<file path="src/rtl/sha256_pkg.sv">
// Shared widths, sigma rotate/shift amounts and FSM states for the SHA-256 message schedule.
package sha256_pkg;

  localparam int unsigned WORD_W  = 32;
  localparam int unsigned ROUNDS  = 64;
  localparam int unsigned WINDOW  = 16;
  localparam int unsigned ROUND_W = 6;
  localparam int unsigned LCNT_W  = 4;

  localparam int unsigned S0_ROT_A = 7;
  localparam int unsigned S0_ROT_B = 18;
  localparam int unsigned S0_SHR   = 3;
  localparam int unsigned S1_ROT_A = 17;
  localparam int unsigned S1_ROT_B = 19;
  localparam int unsigned S1_SHR   = 10;

  typedef logic [WORD_W-1:0] word_t;

  typedef enum logic [1:0] {
    ST_IDLE,
    ST_LOAD,
    ST_EMIT,
    ST_DONE
  } state_e;

  function automatic word_t rotr(input word_t x, input int unsigned n);
    return (x >> n) | (x << (WORD_W - n));
  endfunction

endpackage

</file>
<file path="src/rtl/sched_word_gen.sv">
// Combinational W[t+16] generator: sigma functions, two carry-save layers, one CLA add.
module cla4 (
  input  logic [3:0] g_i,
  input  logic [3:0] p_i,
  input  logic       c_i,
  output logic [3:0] sum_o,
  output logic       c_o
);

  logic [3:0] c;

  assign c[0] = c_i;
  assign c[1] = g_i[0] | (p_i[0] & c_i);
  assign c[2] = g_i[1] | (p_i[1] & g_i[0]) | (p_i[1] & p_i[0] & c_i);
  assign c[3] = g_i[2] | (p_i[2] & g_i[1]) | (p_i[2] & p_i[1] & g_i[0])
              | (p_i[2] & p_i[1] & p_i[0] & c_i);
  assign c_o  = g_i[3] | (p_i[3] & g_i[2]) | (p_i[3] & p_i[2] & g_i[1])
              | (p_i[3] & p_i[2] & p_i[1] & g_i[0])
              | (p_i[3] & p_i[2] & p_i[1] & p_i[0] & c_i);
  assign sum_o = p_i ^ c;

endmodule

module sched_word_gen
  import sha256_pkg::*;
(
  input  word_t w0_i,
  input  word_t w1_i,
  input  word_t w9_i,
  input  word_t w14_i,
  output word_t new_word_o
);

  localparam int unsigned NSLICE = WORD_W / 4;

  word_t sig0, sig1;
  word_t s1, k1, s2, k2;
  word_t g, p;
  logic [NSLICE:0] carry;

  assign sig0 = rotr(w1_i, S0_ROT_A) ^ rotr(w1_i, S0_ROT_B) ^ (w1_i >> S0_SHR);
  assign sig1 = rotr(w14_i, S1_ROT_A) ^ rotr(w14_i, S1_ROT_B) ^ (w14_i >> S1_SHR);

  // Four operands reduced to sum/carry vectors; carries shifted left, MSB carry dropped.
  assign s1 = sig1 ^ w9_i ^ sig0;
  assign k1 = ((sig1 & w9_i) | (sig1 & sig0) | (w9_i & sig0)) << 1;
  assign s2 = s1 ^ k1 ^ w0_i;
  assign k2 = ((s1 & k1) | (s1 & w0_i) | (k1 & w0_i)) << 1;

  assign g        = s2 & k2;
  assign p        = s2 ^ k2;
  assign carry[0] = 1'b0;

  for (genvar i = 0; i < NSLICE; i++) begin : g_slice
    cla4 u_cla4 (
      .g_i   (g[4*i +: 4]),
      .p_i   (p[4*i +: 4]),
      .c_i   (carry[i]),
      .sum_o (new_word_o[4*i +: 4]),
      .c_o   (carry[i+1])
    );
  end

endmodule

</file>
<file path="src/rtl/sha256_msg_schedule.sv">
// SHA-256 message schedule: loads M[0..15] and streams W[0..63] over valid/ready.
module sha256_msg_schedule
  import sha256_pkg::*;
(
  input  logic              clk,
  input  logic              rst,
  input  logic              start_i,
  input  logic [WORD_W-1:0] word_in_i,
  input  logic              word_in_valid_i,
  output logic              word_in_ready_o,
  output logic [WORD_W-1:0] word_out_o,
  output logic              word_out_valid_o,
  input  logic              word_out_ready_i,
  output logic [ROUND_W-1:0] round_o,
  output logic              done_o
);

  state_e              state_q;
  word_t               win_q [WINDOW];
  logic [LCNT_W-1:0]   lcnt_q;
  logic [ROUND_W-1:0]  round_q;
  logic                in_ready_q;
  logic                out_valid_q;
  logic                done_q;
  word_t               new_word_d;

  sched_word_gen u_gen (
    .w0_i       (win_q[0]),
    .w1_i       (win_q[1]),
    .w9_i       (win_q[9]),
    .w14_i      (win_q[14]),
    .new_word_o (new_word_d)
  );

  always_ff @(posedge clk or posedge rst) begin
    if (rst) begin
      state_q     <= ST_IDLE;
      lcnt_q      <= '0;
      round_q     <= '0;
      in_ready_q  <= 1'b0;
      out_valid_q <= 1'b0;
      done_q      <= 1'b0;
      for (int i = 0; i < WINDOW; i++) win_q[i] <= '0;
    end else begin
      case (state_q)
        ST_IDLE: begin
          if (start_i) begin
            state_q    <= ST_LOAD;
            lcnt_q     <= '0;
            in_ready_q <= 1'b1;
          end
        end
        ST_LOAD: begin
          if (word_in_valid_i) begin
            for (int i = 0; i < WINDOW - 1; i++) win_q[i] <= win_q[i+1];
            win_q[WINDOW-1] <= word_in_i;
            lcnt_q          <= lcnt_q + LCNT_W'(1);
            if (lcnt_q == LCNT_W'(WINDOW - 1)) begin
              state_q     <= ST_EMIT;
              in_ready_q  <= 1'b0;
              out_valid_q <= 1'b1;
              round_q     <= '0;
            end
          end
        end
        ST_EMIT: begin
          // win_q[0] is the presented word; the tail receives W[t+16].
          if (word_out_ready_i) begin
            for (int i = 0; i < WINDOW - 1; i++) win_q[i] <= win_q[i+1];
            win_q[WINDOW-1] <= new_word_d;
            round_q         <= round_q + ROUND_W'(1);
            if (round_q == ROUND_W'(ROUNDS - 1)) begin
              state_q     <= ST_DONE;
              out_valid_q <= 1'b0;
              done_q      <= 1'b1;
            end
          end
        end
        ST_DONE: begin
          state_q <= ST_IDLE;
          done_q  <= 1'b0;
        end
        default: state_q <= ST_IDLE;
      endcase
    end
  end

  assign word_in_ready_o  = in_ready_q;
  assign word_out_o       = win_q[0];
  assign word_out_valid_o = out_valid_q;
  assign round_o          = round_q;
  assign done_o           = done_q;

endmodule

</file>
<file path="config.mk">
export PLATFORM = sky130hd
export DESIGN_NAME = sha256_msg_schedule
export DESIGN_NICKNAME = d
export VERILOG_FILES = /design/src/rtl/sha256_pkg.sv /design/src/rtl/sched_word_gen.sv /design/src/rtl/sha256_msg_schedule.sv
export SDC_FILE = /design/constraint.sdc
export NUM_CORES = 2
export LEC_CHECK = 0
export ABC_AREA = 1
export CAP_MARGIN = 5
export CORE_MARGIN = 4
export CORE_UTILIZATION = 60
export DETAILED_ROUTE_END_ITERATION = 10
export PLACE_DENSITY = 0.85
export SYNTH_ARGS = -nofsm -noshare
export SYNTH_HDL_FRONTEND = slang
export SYNTH_HIERARCHICAL = 1
export SYNTH_SLANG_ARGS = --single-unit
</file>
<file path="constraint.sdc">
create_clock -name clk -period 30.9 [get_ports clk]
set_input_delay 4.635 -clock clk [delete_from_list [all_inputs] [get_ports clk]]
set_output_delay 4.635 -clock clk [all_outputs]
set_load 0.03 [all_outputs]
</file>
---- After elaboration in Yosys (flattened, before gate mapping) ----
Index checks and enable logic that the tools add are counted.
cells by class
  $add $sub $neg .......................... 2
  equal/unequal tests ..................... 10
  multiplexer cells ....................... 28
  bitwise logic cells ..................... 218
  reductions and logical operators ........ 11
operators by type and width
  operator                                       count
  512-bit two-way mux                            2
  512-bit case mux with 2 select lines           1
  32-bit XOR                                     7
  31-bit bitwise AND                             7
  31-bit OR                                      4
  1-bit bitwise AND                              114
  1-bit OR                                       72
  13-bit by 32-bit OR with 32-bit output         1
  14-bit by 32-bit OR with 32-bit output         1
  15-bit by 32-bit OR with 32-bit output         1
  25-bit by 32-bit OR with 32-bit output         1
  32-bit by 22-bit XOR with 32-bit output        1
  32-bit by 29-bit XOR with 32-bit output        1
  4-bit XOR                                      8
  6-bit two-way mux                              3
  6-bit case mux with 2 select lines             1
  2-bit two-way mux                              5
  2-bit inequality test (second input constant)  5
  5-bit AND reduction                            2
  1-bit two-way mux                              9
  3-bit AND reduction                            3
  4-bit two-way mux                              2
  2-bit case mux with 4 select lines             1
  4-bit case mux with 2 select lines             1
  other kinds (10)                               16
word-level totals
  register bits ........................... 527

---- Depth between registers and ports, before layout ----
  depth after elaboration ................. 31
  depth in mapped cells ................... 42
  depth with buffers taken out ............ 42

---- Cells and area by module ----
Netlist, hierarchy kept.
modules (own cells, without submodules)
  module               instances  cells each  area an instance (sq um)  seq. area each (sq um)
  sha256_msg_schedule  1          2129        20304.5                   13187.6
  sched_word_gen       1          439         3497.1                    0.0
  cla4                 8          24          117.6                     0.0

---- Worst setup path before layout ----
Ideal clock, no wire load.
  path type ............................... input to register
  from .................................... in word_out_ready_i
  to ...................................... reg out_valid_q, in the netlist word_out_valid_o
  setup time .............................. 0.123 ns
  arrival ................................. 5.465 ns
  required time ........................... 30.777 ns
  path slack .............................. 25.312 ns
  cell stages on the path ................. 8
  path buffers ............................ 1
  cell sequence ........................... inv_1 nand2_1 nand2_1 nor2_2 buf_2 nand2_1 o21ai_0 nand2_1
on the way
  cells in the longest elaborated chain, start to end .. 2
ends and longest elaborated chain
  what                             RTL line                   RTL
  from (decl)                      sha256_msg_schedule.sv:13  input logic word_out_ready_i,
  2-bit inequality test (no line)  -
  5-bit AND reduction (no line)    -
  to (signal assigned)             sha256_msg_schedule.sv:41  out_valid_q <= 1'b0;
  to (signal assigned)             sha256_msg_schedule.sv:61  out_valid_q <= 1'b1;
  to (signal assigned)             sha256_msg_schedule.sv:74  out_valid_q <= 1'b0;
  to (decl)                        sha256_msg_schedule.sv:23  logic out_valid_q;
Every way passes these cells.
A chain may end at the register's enable or synchronous reset.

==> results_dict.tcl <==
set metrics [dict create \
    final_area_um2 27180 \
    top_layer_used "met4" \
    r2r_start "win_q[468]$_DFFE_PP0P_" \
    drt-initial-drc-count 1806 \
    period_minus_slack_ps 7881 \
    route.detailed.drc 0 \
    hold_class "reg2reg" \
    wl_met1_um 23990 \
    rsz0062_at_grt "no" \
    setup_slack_ps 23020 \
    tightest_slew_ps 1261 \
    clkTransAtPathRegs_ps 60 \
    wirelength_um 56160 \
    place_area_um2 25440 \
    grt_use_total_pct 25.99 \
    htree_levels 2 \
    cts_hold_buf 0 \
    grt_pass1_wl_um 92530 \
    holdWs_ps 463.7 \
    grt_pass1_vias 18080 \
    crit_fanout 140 \
    wl_per_cell_um 16.89 \
    final-hold-violation-count 0 \
    rows 74 \
    drive_above_1_share_pct 3.831 \
    n_antenna_cell 0 \
    cap_violations 0 \
    syn_area_um2 24730 \
    antenna_found_initial 0 \
    slew_viol_final 0 \
    cts_setup_buffers 0 \
    area_delta_synth_final_pct 9.917 \
    fmax_ghz 0.1269 \
    rrSetupSlack_ps 24520 \
    holdCritStartpoint "win_q[129]$_DFFE_PP0P_" \
    whs_endpoint "win_q[161]$_DFFE_PP0P_" \
    ios 78 \
    hpwl_um 38130 \
    r2r_cells 40 \
    crit_arrival_ps 8500 \
    clkSinkCount 527 \
    fin_setup_tns_ps 0 \
    syn_avg_cell_area_um2 8.969 \
    period_share_pct 25.50 \
    dr_total_vias 17880 \
    root_buffer "clkbuf_16" \
    layout_common_cells "703 x nand2_1, 527 x dfrtp_1, 471 x inv_1" \
    first_pass_iters 6 \
    die_h_um 211.0 \
    initial_core_util_pct 60.56 \
    cp.required_ps 31520 \
    io_buffers 77 \
    antenna_left 0 \
    hold_depth 2 \
    die_area_um2 44530 \
    cts_resized 0 \
    wl_met2_um 26440 \
    nFillCells 3073 \
    run_status "finished, final reports clean" \
    grt_max_degree 292 \
    cts_tree "yes" \
    setup_viol 0 \
    fin_nets 2896 \
    core-area_um2 40830 \
    worst_skew_pair.late_latency_ps 610 \
    gp_congestion 0.9347 \
    dr_wl_met3_um 3971 \
    criticalPathCategory "in2async" \
    fin_skew_ps 20.36 \
    relSlewSlack_pct 15.92 \
    worstSetupEndpointType "async pin" \
    grt_overflow 0 \
    die_w_um 211.0 \
    numCtsBuffers 52 \
    place_ws_ps 22190 \
    ys_warn_count 6 \
    r2r_end "win_q[31]$_DFFE_PP0P_" \
    start_kind "input port" \
    final_common_cell "nand2_1" \
    vias_per_cell 5.377 \
    synthCells 2757 \
    cts.path.max_buffers 3 \
]
how the worst max path moves through the flow:
stage / from / to / slack (ps)
2_1_floorplan: rst / done_o$_DFFE_PP0P_ / 11540
3_3_place_gp: rst / win_q[258]$_DFFE_PP0P_ / 22290
3_5_place_dp: rst / win_q[321]$_DFFE_PP0P_ / 22190
4_1_cts: rst / win_q[160]$_DFFE_PP0P_ / 22840
5_1_grt: rst / win_q[354]$_DFFE_PP0P_ / 22370
6_report: rst / win_q[288]$_DFFE_PP0P_ / 23020
stage by stage:
step,utilization (%),instances
finish,66.57,3325
global route,66.57,3325
CTS,66.57,3325
detailed placement,62.30,3230
global placement,62.30,3230
floorplan,-,2761
final cells by class:
| cell class | count | area, um^2 | share of cell area (%) |
|---|---|---|---|
| clock buffer | 70 | 1449 | 5.331 |
| clock inverter | 25 | 295.3 | 1.086 |
| inverter | 474 | 1787 | 6.573 |
| multi-input combinational | 1607 | 8916 | 32.80 |
| sequential | 527 | 13190 | 48.52 |
| tap | 532 | 665.6 | 2.449 |
| timing repair buffer | 90 | 880.8 | 3.241 |
worst max-delay path, cell delays in order:
cell and delay [ps]:
clkdlybuf4s50_1 490, inv_8 650, buf_4 850, buf_4 860
buf_4 820
layer usage:
layer | vias up | global-route usage, %
met4 | 0 | 7.892
li1 | 8408 | -
met2 | 585 | 41.05
met1 | 8760 | 37.45
met5 | - | 0
met3 | 126 | 4.723
sequential cells by signal, indices dropped and copies added (netlist names):
name and cells:
lcnt_q 4, win_q 480, word_out_o 32, word_in_ready_o 1, done_o 1, round_o 6, word_out_valid_o 1, state_q 2
Power is not shown: default switching activity piles up to over one toggle a cycle in this logic, so the estimate is an artifact.
